<file path="src/rtl/fifo_pkg.sv">
// Shared sizing helpers and parameter sanity functions for the level-reporting FIFO.
package fifo_pkg;

  function automatic int lvl_width(input int depth);
    return $clog2(depth + 1);
  endfunction

  function automatic int ptr_width(input int depth);
    return $clog2(depth);
  endfunction

  function automatic bit depth_ok(input int depth);
    return (depth >= 2) && ((depth & (depth - 1)) == 0);
  endfunction

  function automatic bit thr_ok(input int lvl, input int depth);
    return (lvl >= 0) && (lvl <= depth);
  endfunction

endpackage

</file>
<file path="src/rtl/fifo_ram.sv">
// DEPTH x WIDTH storage: one synchronous write port, one asynchronous read port, no reset.
module fifo_ram #(
  parameter int WIDTH = 8,
  parameter int DEPTH = 8,
  parameter int PW    = 3
) (
  input  logic             clk,
  input  logic             i_we,
  input  logic [PW-1:0]    i_waddr,
  input  logic [WIDTH-1:0] i_wdata,
  input  logic [PW-1:0]    i_raddr,
  output logic [WIDTH-1:0] o_rdata
);

  logic [WIDTH-1:0] r_mem [DEPTH];

  // Write port
  always_ff @(posedge clk) begin
    if (i_we) begin
      r_mem[i_waddr] <= i_wdata;
    end
  end

  assign o_rdata = r_mem[i_raddr];

endmodule

</file>
<file path="src/rtl/fifo_level.sv">
// Parametrised valid/ready FIFO with fill level, almost-full/empty flags,
// synchronous flush and optional empty fall-through.
module fifo_level
  import fifo_pkg::*;
#(
  parameter int WIDTH      = 8,
  parameter int DEPTH      = 8,
  parameter int AFULL_LVL  = DEPTH - 2,
  parameter int AEMPTY_LVL = 1,
  parameter bit BYPASS     = 1'b1
) (
  input  logic                             clk,
  input  logic                             rst,
  input  logic                             flush,
  input  logic [WIDTH-1:0]                 in_data,
  input  logic                             in_valid,
  output logic                             in_ready,
  output logic [WIDTH-1:0]                 out_data,
  output logic                             out_valid,
  input  logic                             out_ready,
  output logic [lvl_width(DEPTH)-1:0]      level,
  output logic                             almost_full,
  output logic                             almost_empty
);

  localparam int LW = lvl_width(DEPTH);
  localparam int PW = ptr_width(DEPTH);
  localparam logic [LW-1:0] LVL_FULL   = LW'(DEPTH);
  localparam logic [LW-1:0] LVL_AFULL  = LW'(AFULL_LVL);
  localparam logic [LW-1:0] LVL_AEMPTY = LW'(AEMPTY_LVL);

  if (!depth_ok(DEPTH)) begin : g_bad_depth
    $error("fifo_level: DEPTH must be a power of two >= 2");
  end
  if (!thr_ok(AFULL_LVL, DEPTH) || !thr_ok(AEMPTY_LVL, DEPTH)) begin : g_bad_thr
    $error("fifo_level: AFULL_LVL and AEMPTY_LVL must lie in 0..DEPTH");
  end

  logic [PW-1:0]    r_wptr;
  logic [PW-1:0]    r_rptr;
  logic [LW-1:0]    r_level;
  logic [WIDTH-1:0] w_rd_data;
  logic             w_full;
  logic             w_empty;
  logic             w_push;
  logic             w_pop;
  logic             w_bypass;
  logic             w_wr;
  logic             w_rd;

  assign w_full  = (r_level == LVL_FULL);
  assign w_empty = (r_level == {LW{1'b0}});

  assign in_ready  = ~rst & ~flush & (~w_full | out_ready);
  assign out_valid = ~rst & ~flush & (~w_empty | (BYPASS & in_valid));

  assign w_push = in_valid & in_ready;
  assign w_pop  = out_valid & out_ready;

  // A word handed straight through an empty FIFO never touches storage.
  assign w_bypass = BYPASS & w_empty & w_push & w_pop;
  assign w_wr     = w_push & ~w_bypass;
  assign w_rd     = w_pop & ~w_bypass;

  assign out_data     = (BYPASS && w_empty) ? in_data : w_rd_data;
  assign level        = r_level;
  assign almost_full  = (r_level >= LVL_AFULL);
  assign almost_empty = (r_level <= LVL_AEMPTY);

  fifo_ram #(
    .WIDTH (WIDTH),
    .DEPTH (DEPTH),
    .PW    (PW)
  ) u_ram (
    .clk     (clk),
    .i_we    (w_wr),
    .i_waddr (r_wptr),
    .i_wdata (in_data),
    .i_raddr (r_rptr),
    .o_rdata (w_rd_data)
  );

  // Pointers and level counter
  always_ff @(posedge clk or posedge rst) begin
    if (rst) begin
      r_wptr  <= {PW{1'b0}};
      r_rptr  <= {PW{1'b0}};
      r_level <= {LW{1'b0}};
    end else if (flush) begin
      r_wptr  <= {PW{1'b0}};
      r_rptr  <= {PW{1'b0}};
      r_level <= {LW{1'b0}};
    end else begin
      if (w_wr) begin
        r_wptr <= r_wptr + PW'(1);
      end
      if (w_rd) begin
        r_rptr <= r_rptr + PW'(1);
      end
      case ({w_wr, w_rd})
        2'b10:   r_level <= r_level + LW'(1);
        2'b01:   r_level <= r_level - LW'(1);
        default: r_level <= r_level;
      endcase
    end
  end

endmodule

</file>
<file path="config.mk">
export PLATFORM = sky130hd
export DESIGN_NAME = fifo_level
export DESIGN_NICKNAME = d
export VERILOG_FILES = /design/src/rtl/fifo_pkg.sv /design/src/rtl/fifo_ram.sv /design/src/rtl/fifo_level.sv
export SDC_FILE = /design/constraint.sdc
export NUM_CORES = 1
export LEC_CHECK = 0
export ABC_AREA = 1
export BUFFER_PORTS_ARGS = -buffer_cell sky130_fd_sc_hd__buf_2
export CORE_MARGIN = 1.5
export CORE_UTILIZATION = 30
export CTS_BUF_LIST = sky130_fd_sc_hd__clkbuf_4 sky130_fd_sc_hd__clkbuf_8
export DETAILED_ROUTE_END_ITERATION = 10
export PLACE_DENSITY = 0.57
export SETUP_SLACK_MARGIN = 0.3
export SLEW_MARGIN = 20
export SYNTH_ARGS = -nofsm -noshare
export SYNTH_HDL_FRONTEND = slang
export SYNTH_SLANG_ARGS = --single-unit
export TNS_END_PERCENT = 100
</file>
<file path="constraint.sdc">
create_clock -name clk -period 5.38 [get_ports clk]
set_input_delay 0.269 -clock clk [delete_from_list [all_inputs] [get_ports clk]]
set_output_delay 0.269 -clock clk [all_outputs]
set_load 0.005 [all_outputs]
</file>
Word level (Yosys, flattened, before mapping)
Memories as Yosys holds them, arrays and structs flattened.
Index checks and enable logic that the tools add are counted.
- multiplexer cells: 9
- bitwise logic cells: 16
- equality and inequality tests: 3
- magnitude comparators: 2
- $add $sub $neg: 4
- reductions and logical operators: 4
- operator list (kind ; number):
    $mux 3 ; 4
    $and 1x1->1 ; 9
    $mux 8 ; 1
    $pmux 4 s2 ; 1
    $add 3x1->3 const B ; 2
    $not 1->1 ; 5
    $add 4x1->4 const B ; 1
    $eq 4x4->1 const B ; 1
    $ge 4x3->1 const B ; 1
    $le 4x1->1 const B ; 1
    $logic_not 4->1 ; 1
    $mux 4 ; 1
    $reduce_bool 2->1 ; 2
    $sub 4x1->4 const B ; 1
    $reduce_bool 3->1 ; 1
    $eq 2x1->1 const B ; 1
    $eq 2x2->1 const B ; 1
    $mux 1 ; 2
    $or 1x1->1 ; 2
- output and inout bits: 16
- memories kept: 1
- bits of input ports: 13
- bits in registers: 10
- bits in writable memories: 64
- logic and storage cells: 42
- memory list (memory ; words ; width ; read ports ; clocked after memory_dff ; wr ports ; RTL line ; text):
    u_ram.r_mem ; 8 ; 8 ; 1 ; 0 ; 1 ; fifo_ram.sv:15 ; logic [WIDTH-1:0] r_mem [DEPTH];

Longest topological paths before layout
- depth in word-level cells: 12
- depth in mapped cells: 10
- mapped depth without buffers: 9

Cells and area by module
Synthesis repeated with hierarchy kept, for this count alone.
- cell total of the unflattened synthesis: 421
- area total of the unflattened synthesis: 3893.7 um^2
- modules (own cells, without submodules) (module ; sequential area each (um^2) ; area an instance (um^2) ; times used ; cells each):
    fifo_ram ; 1921.8 ; 2890.3 ; 1 ; 295
    fifo_level ; 250.2 ; 1003.5 ; 1 ; 126

Worst setup path after synthesis
OpenSTA, ideal clock, no wires.
- path type: reg2reg
- from: reg r_level[0] (netlist: level[0])
- to: mem u_ram.r_mem[0][0], enable pin
- clock period less this slack: 2084 ps
- path slack: 3296 ps
- arrival: 1714 ps
- stages on the path, launching flop included: 10
- required time: 5010 ps
- path buffers: 0
- library setup time: 370 ps
- cells stage by stage: dfrtp_1 inv_1 ha_1 nand3_1 nand2_2 nor2_4 o21ai_4 inv_4 nand2_4 nor2_1
- word-level cells in the longest chain between the ends: 11
- elaborated cells between the ends (all ways): 16
- classes of those cells: 1 x eq/ne; 2 x mux; 12 x bitwise; 1 x reduce/logical
- ends and longest elaborated chain (element ; RTL line ; text):
    from (decl) ; fifo_level.sv:41 ; logic [LW-1:0] r_level;
    from (signal assigned) ; fifo_level.sv:88 ; r_level <= {LW{1'b0}};
    from (signal assigned) ; fifo_level.sv:92 ; r_level <= {LW{1'b0}};
    from (signal assigned) ; fifo_level.sv:101 ; 2'b10: r_level <= r_level + LW'(1);
    $eq 4x4->1 ; fifo_level.sv:51 ; assign w_full = (r_level == LVL_FULL);
    $not 1->1 ; fifo_level.sv:54 ; assign in_ready = ~rst & ~flush & (~w_full | out_ready);
    $or 1x1->1 ; fifo_level.sv:54 ;
    $and 1x1->1 ; fifo_level.sv:54 ;
    $and 1x1->1 ; fifo_level.sv:57 ; assign w_push = in_valid & in_ready;
    $and 1x1->1 (2 in a row) ; fifo_level.sv:61 ; assign w_bypass = BYPASS & w_empty & w_push & w_pop;
    $not 1->1 ; fifo_level.sv:62 ; assign w_wr = w_push & ~w_bypass;
    $and 1x1->1 (*) ; fifo_level.sv:62 ;
    $mux 1 (*) ; fifo_ram.sv:19 ; if (i_we) begin
    $mux 1 (implied by the code) (*) ; fifo_ram.sv:20 ; r_mem[i_waddr] <= i_wdata;
    to (decl) ; fifo_ram.sv:15 ;
Every way passes the cells marked *; elsewhere a longest branch is shown, timed or not.

Worst setup path after layout
- from: reg r_rptr[0]
- to: out out_data[4]
- word-level cells in the longest chain between the ends: 2
- ends and longest elaborated chain (element ; RTL line ; text):
    from (decl) ; fifo_level.sv:40 ; logic [PW-1:0] r_rptr;
    from (signal assigned) ; fifo_level.sv:87 ; r_rptr <= {PW{1'b0}};
    from (signal assigned) ; fifo_level.sv:91 ; r_rptr <= {PW{1'b0}};
    from (signal assigned) ; fifo_level.sv:98 ; r_rptr <= r_rptr + PW'(1);
    $mem_v2 8x8 ; - ;
    $mux 8 ; fifo_level.sv:65 ; assign out_data = (BYPASS && w_empty) ? in_data : w_rd_data;
    to (decl) ; fifo_level.sv:18 ; output logic [WIDTH-1:0] out_data,
No other way between the ends.

==> flow_summary.json <==
{
  "status": "completed",
  "grt_first_pass_wirelength_mm": 12.2,
  "initialDrtViolationCount": 152,
  "routed_via_density": 4.80,
  "arrival_ps": 2160,
  "h-tree-depth": 3,
  "fillCellCount": 1178,
  "cts_tree": "built",
  "hold_slack_ps": 268,
  "synth.yosys.warnings": 0,
  "max-slew-margin-rel_pct": 28.8,
  "clk_path_buf_depth": 2,
  "leakagePower_nw": 1.61,
  "overflow": 0,
  "gr-usage-all-layers_pct": 13.2,
  "grt_pass1_vias": 2400,
  "drive_above_1_share_pct": 16.4,
  "avgSynthCellArea_um2": 10.5,
  "num_vias": 2436,
  "dpl_cell_area_mm2": 0.00374,
  "met2_usage_pct": 22.8,
  "antenna_found_initial": 0,
  "first_pass_iters": 4,
  "stdcell_count": 508,
  "netlist_instances": 335,
  "chipWidth_um": 111,
  "place_inst": 491,
  "core_region_area_mm2": 0.0114,
  "diodes": 0,
  "syn_nets": 355,
  "synth.distinct_cells": 27,
  "use_met3_pct": 3.50,
  "critical_path_class": "flop to output pin",
  "crit_path_start_kind": "flop",
  "worstMarginPinSlew_ps": 1070,
  "clock_latency_ps": 350,
  "ir_drop_v": 0.000150,
  "hold_class": "input pin to flop",
  "top_usage_layer": "met2",
  "clk_pin_slew_ps": 80,
  "die_h_um": 111,
  "cts_setup_buffers": 0,
  "grt_max_degree": 68,
  "die-area_mm2": 0.0124,
  "maxSlewViolCount": 0,
  "detail-route-antenna-nets": 0,
  "final_area_mm2": 0.00396,
  "port-buffer-count": 28,
  "cts_buffers": 9,
  "yosys_register_bits": 74,
  "drc_errors": 0,
  "cts-root-buf": "clkbuf_8",
  "finalCritPeriodShare_pct": 45.2,
  "fin_crit_ps": 2430,
  "io_pins": 29,
  "rows": 39,
  "place_congestion": 0.851,
  "nets": 380,
  "finalHoldViolations": 0,
  "max_freq_mhz": 411,
  "finClkSkew_ps": 4.29,
  "rsz0062_at_grt": "no",
  "required_ps": 5110,
  "power.density_mw_per_mm2": 313,
  "setup_viol": 0,
  "clock-sinks": 74,
  "start_util_pct": 30.7,
  "areaGrowthSynthToFinish_pct": 12.7,
  "dp.final_hpwl_mm": 5.45,
  "met1_usage_pct": 16.0,
  "yosysSeqAreaShare_pct": 61.9,
  "finalPower_mw": 1.24,
  "finalSetupTns_ps": 0,
  "wirelength_mm": 7.92,
  "worstPathMaxFanout": 67,
  "cap_violations": 0,
  "syn_area_mm2": 0.00351,
  "wl_per_cell_um": 15.6,
  "worstSetupEndpointType": "output pin"
}
## sequential cells by signal, summed over array words and instances (netlist names)
name / flops
r_wptr: 3
level: 4
r_rptr: 3
u_ram.r_mem: 64
## synthesized netlist by cell type, drive strengths merged
master | instances | area, µm²
dfrtp | 10 | 250
clkbuf | 7 | 40.0
inv | 51 | 196
buf | 8 | 46.3
or2 | 1 | 6.26
nand2 | 63 | 264
o21a | 1 | 7.51
xor2 | 3 | 26.3
nand3 | 46 | 235
a21oi | 18 | 90.1
nor2 | 19 | 93.8
xnor2 | 1 | 8.76
o21ai | 17 | 96.4
edfxtp | 64 | 1920
ha | 7 | 87.6
nand4 | 3 | 18.8
o211ai | 16 | 120
## cell usage in the layout, fill, tap and decap left out, types with 5 or more instances in the layout
master,instances
edfxtp_1,64
nand2_1,56
inv_1,48
nand3_1,45
buf_2,28
a21oi_1,18
nor2_1,16
o21ai_0,16
o211ai_1,16
clkbuf_8,9
dfrtp_1,9
ha_1,7
nand2_2,5
## cell type report
class                      instances  area, µm²  area share, %
inverter                          51        196           4.97
clock buffer                       9        124           3.13
tap                              143        179           4.52
timing repair buffer              29        150           3.80
multi-input combinational        195       1050           26.7
sequential                        74       2170           55.0
clock inverter                     7       77.6           1.96
## cell families (layout without fill, tap and decap cells)
| kind of cell | after synthesis | in the layout | share of synthesized area, % |
|---|---|---|---|
| buffers and inverters | 66 | 96 | 8.06 |
| AND/OR/NAND/NOR | 132 | 132 | 17.6 |
| AO/OA/AOI/OAI | 52 | 52 | 8.95 |
| adder cells (fa/ha/maj) | 7 | 7 | 2.50 |
| flip-flops | 74 | 74 | 61.9 |
| XOR/XNOR | 4 | 4 | 0.998 |
## worst paths after layout
path                            start                 to  slack (ps)  cells past startpoint
setup / recovery            r_rptr[0]        out_data[4]        2950                      6
hold / removal             in_data[2]  u_ram.r_mem[3][2]         270                      1
setup reg to reg             level[1]  u_ram.r_mem[7][7]        2990                      9
hold reg to reg             r_wptr[1]          r_wptr[1]         620                      2
max in group asynchronous         rst          r_rptr[0]        4580                      3
min in group asynchronous         rst           level[0]         480                      3
## metal layers
layer	vias up	share of wire [%]
li1	1187	-
met1	1168	40
met2	70	52
met3	11	6.2
met4	0	1.5
met5	-	0
## per-stage QoR
stage,utilization [%],setup slack (ps)
after floorplan,-,3300
after global placement,32.8,3120
after detailed placement,32.8,3010
after CTS,34.6,2910
after global routing,34.6,2770
final,34.6,2950
## worst max-delay path: stages, from the launching register on
cell     delay (ps)
dfrtp_2        1040
a21oi_1         180
o21ai_0         120
nand3_1         130
nand3_1         110
nand2_1          90
buf_2           130
## report_power, final
part           switching [mW]  internal, mW
Clock                   0.220         0.217
Sequential             0.0190         0.631
Combinational          0.0954        0.0539
Total                   0.335         0.902
## what timing repair did
action,in CTS,in global routing
gates resized for setup,0,0
hold endpoints to repair,10,0
hold buffers,1,0
No activity file was read; power rests on OpenSTA's default activity.
